`config.mk`:
```
export PLATFORM = sky130hd
export DESIGN_NAME = nonce_sequencer
export DESIGN_NICKNAME = d
export VERILOG_FILES = /design/src/rtl/miner_pkg.sv /design/src/rtl/nonce_sequencer_target_compare.sv /design/src/rtl/nonce_sequencer.sv
export SDC_FILE = /design/constraint.sdc
export NUM_CORES = 1
export LEC_CHECK = 0
export ABC_AREA = 1
export CORE_MARGIN = 4
export CORE_UTILIZATION = 31
export CTS_CLUSTER_DIAMETER = 150
export DETAILED_ROUTE_END_ITERATION = 6
export HOLD_SLACK_MARGIN = 0.02
export PLACE_DENSITY = 0.56
export SYNTH_ARGS = -nofsm -noshare
export SYNTH_HDL_FRONTEND = slang
export SYNTH_SLANG_ARGS = --single-unit
```
`constraint.sdc`:
```
create_clock -name clk -period 2.3 [get_ports clk]
set_input_delay 0.575 -clock clk [delete_from_list [all_inputs] [get_ports clk]]
set_output_delay 0.575 -clock clk [all_outputs]
set_load 0.01 [all_outputs]
```
`src/rtl/miner_pkg.sv`:
```
// miner_pkg: shared defaults and sequencer state encoding for the nonce search path.
package miner_pkg;
    localparam int NONCE_W_DEF = 32;
    localparam int HASH_W_DEF = 256;
    localparam int TIMEOUT_DEF = 1024;
    localparam int SLICE_W = 64;
    typedef enum logic [2:0] {
        IDLE, ISSUE, WAIT_HASH, COMPARE, FOUND, EXHAUSTED, QUIT, QUIT_RETRY
    } seq_state_t;
endpackage

```
`src/rtl/nonce_sequencer_target_compare.sv`:
```
// target_compare: unsigned hash < target, built from 64-bit slices so each slice can be staged later.
module target_compare
    import miner_pkg::*;
#(
    parameter int HASH_W = HASH_W_DEF
) (
    input  logic [HASH_W-1:0] hash,
    input  logic [HASH_W-1:0] target,
    output logic              less
);
    localparam int N = HASH_W / SLICE_W;
    logic [N-1:0] lt, eq;
    for (genvar s = 0; s < N; s++) begin : g_slice
        assign lt[s] = hash[s*SLICE_W +: SLICE_W] < target[s*SLICE_W +: SLICE_W];
        assign eq[s] = hash[s*SLICE_W +: SLICE_W] == target[s*SLICE_W +: SLICE_W];
    end
    // Walk low to high: a higher slice decides unless it is equal.
    always_comb begin
        less = 1'b0;
        for (int i = 0; i < N; i++) less = lt[i] | (eq[i] & less);
    end
endmodule

```
`src/rtl/nonce_sequencer.sv`:
```
// nonce_sequencer: walks a nonce range, issues one hash per nonce and checks it against the target.
module nonce_sequencer
    import miner_pkg::*;
#(
    parameter int NONCE_W = NONCE_W_DEF,
    parameter int HASH_W = HASH_W_DEF,
    parameter int TIMEOUT = TIMEOUT_DEF
) (
    input  logic               clk,
    input  logic               n_rst,
    input  logic               start,
    input  logic               abort,
    input  logic [NONCE_W-1:0] nonce_base,
    input  logic [HASH_W-1:0]  target,
    input  logic               hash_done,
    input  logic [HASH_W-1:0]  final_hash,
    output logic               begin_hash,
    output logic               quit_hash,
    output logic [NONCE_W-1:0] nonce,
    output logic               busy,
    output logic               found,
    output logic [NONCE_W-1:0] golden_nonce,
    output logic               exhausted,
    output logic               timeout_err
);
    localparam int WD_W = $clog2(TIMEOUT);
    seq_state_t state, state_nx;
    logic [HASH_W-1:0] target_reg, hash_reg;
    logic [WD_W-1:0] wd;
    logic less, wd_last;

    target_compare #(.HASH_W(HASH_W)) u_cmp (
        .hash(hash_reg),
        .target(target_reg),
        .less(less)
    );

    assign wd_last = wd == WD_W'(TIMEOUT - 1);
    assign begin_hash = state == ISSUE;
    assign quit_hash = state == QUIT || state == QUIT_RETRY;
    assign busy = state != IDLE;

    always_comb begin
        state_nx = state;
        case (state)
            IDLE:       state_nx = start ? ISSUE : IDLE;
            ISSUE:      state_nx = abort ? QUIT : WAIT_HASH;
            WAIT_HASH:  state_nx = abort ? QUIT : hash_done ? COMPARE : wd_last ? QUIT_RETRY : WAIT_HASH;
            COMPARE:    state_nx = abort ? QUIT : less ? FOUND : &nonce ? EXHAUSTED : ISSUE;
            // The quit pulse has already gone out, so an abort here just stops the retry.
            QUIT_RETRY: state_nx = abort ? IDLE : ISSUE;
            default:    state_nx = IDLE;
        endcase
    end

    always_ff @(posedge clk or negedge n_rst) begin
        if (!n_rst) begin
            state <= IDLE;
            nonce <= '0;
            golden_nonce <= '0;
            target_reg <= '0;
            hash_reg <= '0;
            wd <= '0;
            found <= 1'b0;
            exhausted <= 1'b0;
            timeout_err <= 1'b0;
        end else begin
            state <= state_nx;
            if (state == IDLE && start) begin
                nonce <= nonce_base;
                target_reg <= target;
                golden_nonce <= '0;
                found <= 1'b0;
                exhausted <= 1'b0;
                timeout_err <= 1'b0;
            end
            if (state == ISSUE) wd <= '0;
            if (state == WAIT_HASH) wd <= wd + WD_W'(1);
            if (state_nx == COMPARE) hash_reg <= final_hash;
            if (state_nx == QUIT_RETRY) timeout_err <= 1'b1;
            if (state_nx == FOUND) begin
                golden_nonce <= nonce;
                found <= 1'b1;
            end
            if (state_nx == EXHAUSTED) exhausted <= 1'b1;
            if (state == COMPARE && state_nx == ISSUE) nonce <= nonce + NONCE_W'(1);
        end
    end
endmodule

```
==> impl_metrics.toml, run 1 <==
[outcome]
status = "finished with violations"
violations = "setup timing"

[floorplanning]
die_w_um = 321
initial_core_util = 0.313
core_area_mm2 = 0.0970
rows = 114
dieArea_mm2 = 0.103
fp.dieH_um = 321
ios = 619

[finish]
fin_util = 0.479
layout.nets = 5265
drive_above_1_share = 0.226
fill_cells = 9208
areaGrowthSynthToFinish_pct = 52.9

[worst_setup_path]
crit_path_frequent_cell = "nand2_4"
max_stage_delay_ns = 0.44
crit_fanout = 8
cp-startpoint = "hash_reg[93]"
cp-start-kind = "register"
end_kind = "register"
r2r_setup_slack_ns = -0.95
required_ns = 2.85
critical_path_arrival_ns = 3.81
crit_slowest_cell = "dfrtp_2"
critPathTopFamily = "simple AND/OR/NAND/NOR gates"
cp_num_buf_inv = 5
worstSetupPathType = "reg -> reg"
rr_startpoint = "hash_reg[93]"

[clock_tree]
clk_path_buf_depth = 3
clkTransAtPathRegs_ns = 0.06
clock-sinks = 592
cts_root_buf = "clkbuf_16"
cts_tree = "yes"
htreeDepth = 3
clock_latency_ns = 0.63
cts_buffers = 72

[synth]
synth_area_mm2 = 0.0304
ys.flop_type = "dfrtp_1"
synth-edff-count = 0
ys_ff_latch = 592
synth_warnings = 0
ys_async_sr_fraction = 1.00
synth_cells = 3538
yosys.area.top_type = "dfrtp_1"
seq_area_frac_synth = 0.488
synth.area.top_cells = "dfrtp_1, nand2_1, ha_1"
yosysTopAreaCellShare = 0.488
synth.distinct_cells = 49
syn_area_per_cell_um2 = 8.58
synth_nets = 4344

[min_path]
hold_class = "in -> async"

[place]
port_buffers = 618
post-place-ws_ns = -1.32
dp_hpwl_mm = 78.4
gp_congestion = 0.842

[detailed_routing]
first_pass_iters = 5
first_iter_violations = 1466
vias_per_cell = 4.69
wire_per_inst_um = 19.0
drt_wl_total_mm = 110
drcViolationCount = 0
ant_nets = 0
vias = 27259

[global_route]
grt_pass1_wl_mm = 161
grt_pass1_vias = 28102
grt_max_degree = 84
grt_overflow = 0
grt_use_total = 0.201
antenna_found_initial = 31

[timing]
fin_skew_ns = 0.0220
post-route-min-period_ns = 3.25
drv_slew = 0
fmax_ghz = 0.307
hold_viol = 0
fin_ws_ns = -0.953
rsz0062_at_grt = "true"
fin_crit_sh = 1.41
slew_headroom = 0.657
setup_violations = 333
worst_pin_slew_ns = 0.514

[job]
drv.max_cap_violation_count = 0

[power]
vdd_drop_max_mv = 0.739
power_density_mw_per_mm2 = 1300
p_leak_nw = 22.1
[layer usage]
layer,track usage,wire length [um]
met1,0.257,47700
met2,0.337,52900
met3,0.0523,6820
met4,0.0557,2490
met5,0,245
[report_power, final]
| group | internal, mW | switching (mW) |
|---|---|---|
| combinational | 14.3 | 16.2 |
| clock | 7.31 | 4.70 |
| sequential | 15.3 | 2.66 |
| total | 36.9 | 23.5 |
[synth_stat cells (2+ instances only)]
library cell	number
a21boi_0	23
a21oi_1	123
a22o_1	2
a31oi_1	4
and3_1	5
buf_1	17
buf_2	39
buf_4	9
buf_6	24
clkbuf_1	76
dfrtp_1	592
ha_1	257
inv_1	352
inv_2	2
nand2_1	1129
nand2_4	2
nand3_1	282
nand3_2	83
nand4_1	25
nor2_1	89
nor2_2	2
nor2_4	2
nor3_1	27
nor4_1	4
o2111ai_1	2
o211ai_1	5
o21a_1	8
o21ai_0	302
o22ai_1	2
o31ai_1	2
xnor2_1	11
xor2_1	19
[final cells by class]
class | count | area (um2) | share of cell area
multi-input cells | 2427 | 15200 | 0.327
flip-flops and latches | 592 | 14800 | 0.319
repair buffers | 1012 | 10900 | 0.235
clock buffers | 112 | 2260 | 0.0486
well taps | 1276 | 1600 | 0.0344
inverters | 354 | 1360 | 0.0294
clock inverters | 17 | 231 | 0.00499
diodes | 18 | 45.0 | 0.000970
[repair_timing]
item                                    in CTS  in global routing
gates cloned                                12                 30
resized for setup                          140                413
pin swaps                                   30                 91
hold buffers                                 1                  0
setup buffers                               22                 14
endpoints found under the setup margin     351                356
hold endpoints to repair                    20                  0
[layout by cell type (no fill, tap or decap), types with 6 or more instances in the layout]
cell type / count
a21boi_1: 10
a21boi_2: 14
a21oi_1: 119
buf_12: 60
buf_16: 17
buf_4: 258
buf_6: 15
buf_8: 17
clkbuf_1: 15
clkbuf_16: 102
clkbuf_8: 20
clkdlybuf4s50_1: 617
dfrtp_1: 586
dfrtp_2: 6
diode_2: 18
ha_1: 244
ha_4: 13
inv_1: 346
inv_2: 6
nand2_1: 868
nand2_2: 184
nand2_4: 79
nand3_1: 206
nand3_2: 157
nand4_1: 25
nor2_1: 69
nor2_2: 11
nor2_4: 13
nor3_1: 25
o21a_1: 8
o21ai_0: 293
xnor2_1: 11
xor2_1: 19
[per-stage QoR]
stage	hold WS, ns	power [mW]	instance area [um2]	TNS, ns	cells
2_1_floorplan	0.279	32.8	30800	-53.10	3538
3_3_place_gp	0.460	43.3	40700	-396.70	5585
3_5_place_dp	0.461	43.9	40700	-393.79	5585
4_1_cts	0.360	58.1	44200	-286.46	5749
5_1_grt	0.400	65.5	46400	-349.77	5798
6_report	0.409	60.4	46400	-281.44	5808
[final timing paths]
| path | end | cells past startpoint |
|---|---|---|
| worst max-delay path | hash_reg[183] | 25 |
| worst min-delay path | nonce[19] | 2 |
| worst max register to register | hash_reg[183] | 25 |
| worst min register to register | hash_reg[105] | 2 |
| max in group asynchronous | hash_reg[102] | 4 |
| min in group clk | hash_reg[105] | 2 |
[cells by family after synthesis]
logic type | Yosys count | synth area share
AOI/OAI and AO/OA | 481 | 0.0840
DFF | 592 | 0.488
xor gates and xnor gates | 30 | 0.00865
and+or+nand+nor | 1659 | 0.241
buffers and inverters | 519 | 0.0728
adders and majority gates | 257 | 0.106
[worst register-to-register path, cell delays in order (launching register included)]
cell and delay, ns:
dfrtp_2 0.44, ha_4 0.28, nand2_2 0.05, nor2_4 0.10, nand3_2 0.11, nor2_2 0.13
buf_6 0.12, nand3_2 0.07, nor2_2 0.12, nand3_2 0.11, nor2_4 0.11, nand2_4 0.09
nand2_4 0.12, nand2_4 0.06, nand2_4 0.07, nand2_4 0.07, nand3_2 0.07, nand2_2 0.06
nand2_4 0.08, buf_12 0.13, clkinv_16 0.07, nand2_8 0.17, clkbuf_16 0.24, clkbuf_16 0.19
nand2_4 0.04, nand2_1 0.08
Note: power is estimated with default switching activity, not from simulation.
==> run 2, diff against run 1 <==
--- a/config.mk
+++ b/config.mk
@@ -6,12 +6,14 @@
 export NUM_CORES = 1
 export LEC_CHECK = 0
 export ABC_AREA = 1
+export CELL_PAD_IN_SITES_DETAIL_PLACEMENT = 0
+export CELL_PAD_IN_SITES_GLOBAL_PLACEMENT = 1
 export CORE_MARGIN = 4
-export CORE_UTILIZATION = 31
+export CORE_UTILIZATION = 35
 export CTS_CLUSTER_DIAMETER = 150
 export DETAILED_ROUTE_END_ITERATION = 6
 export HOLD_SLACK_MARGIN = 0.02
-export PLACE_DENSITY = 0.56
+export PLACE_DENSITY = 0.78
 export SYNTH_ARGS = -nofsm -noshare
 export SYNTH_HDL_FRONTEND = slang
 export SYNTH_SLANG_ARGS = --single-unit
==> impl_metrics.toml, run 2 (synthesized netlist as in run 1, its figures left out) <==
[outcome]
status = "finished with violations"
violations = "setup timing"

[finish]
layout_commonest_cell = "nand2_1"
multi_input_area_mm2 = 0.0145
areaGrowthSynthToFinish_pct = 49.8
drive_above_1_share = 0.188
final_cell_area_mm2 = 0.0455
mostFrequentLayoutCells = "nand2_1, clkdlybuf4s50_1, dfrtp_1, inv_1, o21ai_0"
seqCellArea_mm2 = 0.0148
layout.nets = 5277
fin_util = 0.531
fill_cells = 7760
fin_cells = 5679

[clock_tree]
clkTransAtPathRegs_ns = 0.06
htreeDepth = 3
cts_root_buf = "clkbuf_16"
clock_latency_ns = 0.61
clk_path_buf_depth = 3
clock-sinks = 592
cts_buffers = 73
cts_tree = "yes"

[timing]
slew_headroom = 0.732
drv_slew = 0
fmax_ghz = 0.317
fin_crit_sh = 1.37
rsz0062_at_grt = "true"
worst_pin_slew_ns = 0.398
setup_violations = 329
fin_skew_ns = 0.0360
hold_viol = 0
hold-worst-slack_ns = 0.428
fin_ws_ns = -0.851
post-route-min-period_ns = 3.15

[floorplanning]
fp.dieH_um = 303
rows = 107
core_area_mm2 = 0.0857
ios = 619
dieArea_mm2 = 0.0915
initial_core_util = 0.354
die_w_um = 303

[global_route]
grt_pass1_vias = 27879
grt_max_degree = 67
grt_use_total = 0.223
grt_overflow = 0
grt_pass1_wl_mm = 158
antenna_found_initial = 32

[worst_setup_path]
end_kind = "register"
crit_chain = "ha_4 -> nand2_4 -> nor2_4 -> nand4_1 -> nor2_4 -> nand3_2 -> nor2_4 -> nand3_4 -> nor2_4 -> nand2_4 -> nand2_4 -> nand2_4 -> nand2_4 -> nand2_4 -> nand3_2 -> nand2_2 -> nand2_4 -> clkinv_8 -> nand2_8 -> buf_16 -> buf_12 -> clkbuf_16 -> nand2_1 -> nand2_1"
crit_slowest_cell = "dfrtp_1"
critical_path_arrival_ns = 3.69
worstSetupPathType = "reg -> reg"
crit_path_frequent_cell = "nand2_4"
critPathTopFamily = "simple AND/OR/NAND/NOR gates"
crit_fanout = 13
max_stage_delay_ns = 0.41
required_ns = 2.84
rr_startpoint = "hash_reg[85]"
cp-startpoint = "hash_reg[85]"
cp-start-kind = "register"
cp_num_buf_inv = 4

[place]
post-place-ws_ns = -1.24
placed_area_mm2 = 0.0406
dp_hpwl_mm = 76.5
port_buffers = 618
gp_congestion = 0.854
post-place-cells = 5467

[power]
vdd_drop_max_mv = 0.747
power.share.combinational = 0.504
p_leak_nw = 22.0
pwr-share-clk = 0.200
p_int_mw = 36.6
seqPwrFrac = 0.296
p_switching_mw = 22.9
power_density_mw_per_mm2 = 1310
switching_share = 0.385

[detailed_routing]
ant_nets = 0
first_pass_iters = 5
drcViolationCount = 0
vias_per_cell = 4.78
wire_per_inst_um = 18.9
vias = 27162
drt_wl_total_mm = 107
first_iter_violations = 1633

[job]
drv.max_cap_violation_count = 0

[min_path]
hold_class = "in -> async"
run 2: path summary, 6_finish.rpt:
path                                    end  slack [ns]  depth (start not counted)
setup reg to reg               hash_reg[37]       -0.85                         24
hold / removal             golden_nonce[20]        0.43                          2
min in group clk              hash_reg[206]        0.48                          2
max in group asynchronous   target_reg[185]        1.00                          4
setup / recovery               hash_reg[37]       -0.85                         24
hold reg to reg               hash_reg[206]        0.48                          2
run 2: timing repair:
action                                  CTS  global route
endpoints found under the setup margin  340           352
hold endpoints to repair                 25             0
resized for setup                       146           158
cloned                                   18            18
pin swaps                                64            70
setup buffers                            30            21
hold buffers                              1             0
run 2: worst register-to-register path, stage by stage (launching register included):
cell	delay (ns)
dfrtp_1	0.41
ha_4	0.29
nand2_4	0.05
nor2_4	0.10
nand4_1	0.13
nor2_4	0.20
nand3_2	0.12
nor2_4	0.13
nand3_4	0.08
nor2_4	0.12
nand2_4	0.08
nand2_4	0.10
nand2_4	0.06
nand2_4	0.08
nand2_4	0.07
nand3_2	0.07
nand2_2	0.07
nand2_4	0.10
clkinv_8	0.08
nand2_8	0.10
buf_16	0.15
buf_12	0.17
clkbuf_16	0.18
nand2_1	0.06
nand2_1	0.06
run 2: final cells by class:
| class | count | share of cell area |
|---|---|---|
| flip-flops and latches | 592 | 0.326 |
| clock inverters | 23 | 0.00746 |
| diodes | 11 | 0.000605 |
| repair buffers | 1023 | 0.239 |
| well taps | 1144 | 0.0315 |
| multi-input cells | 2427 | 0.319 |
| inverters | 354 | 0.0297 |
| clock buffers | 105 | 0.0468 |
run 2: power groups by stage:
| stage | logic (mW) | clock network [mW] | registers (mW) |
|---|---|---|---|
| after floorplan | 15.4 | 0 | 17.5 |
| final | 30.0 | 11.9 | 17.6 |
| after CTS | 28.6 | 12.2 | 17.5 |
| after global placement | 25.5 | 0 | 17.5 |
| after detailed placement | 26.0 | 0 | 17.6 |
| after global routing | 33.8 | 12.6 | 18.2 |
run 2: metal layers:
layer,global-route usage,up-vias,part of all wire
met1,0.281,12919,0.42
met2,0.376,655,0.48
li1,-,13361,-
met5,0.000529,-,0.0025
met4,0.0564,38,0.024
met3,0.0663,189,0.071
run 2: stage by stage:
step	setup TNS, ns	power, mW
global route	-325.31	64.6
global placement	-369.58	43.0
detailed placement	-367.98	43.6
floorplan	-53.10	32.8
CTS	-263.18	58.3
finish	-253.71	59.6
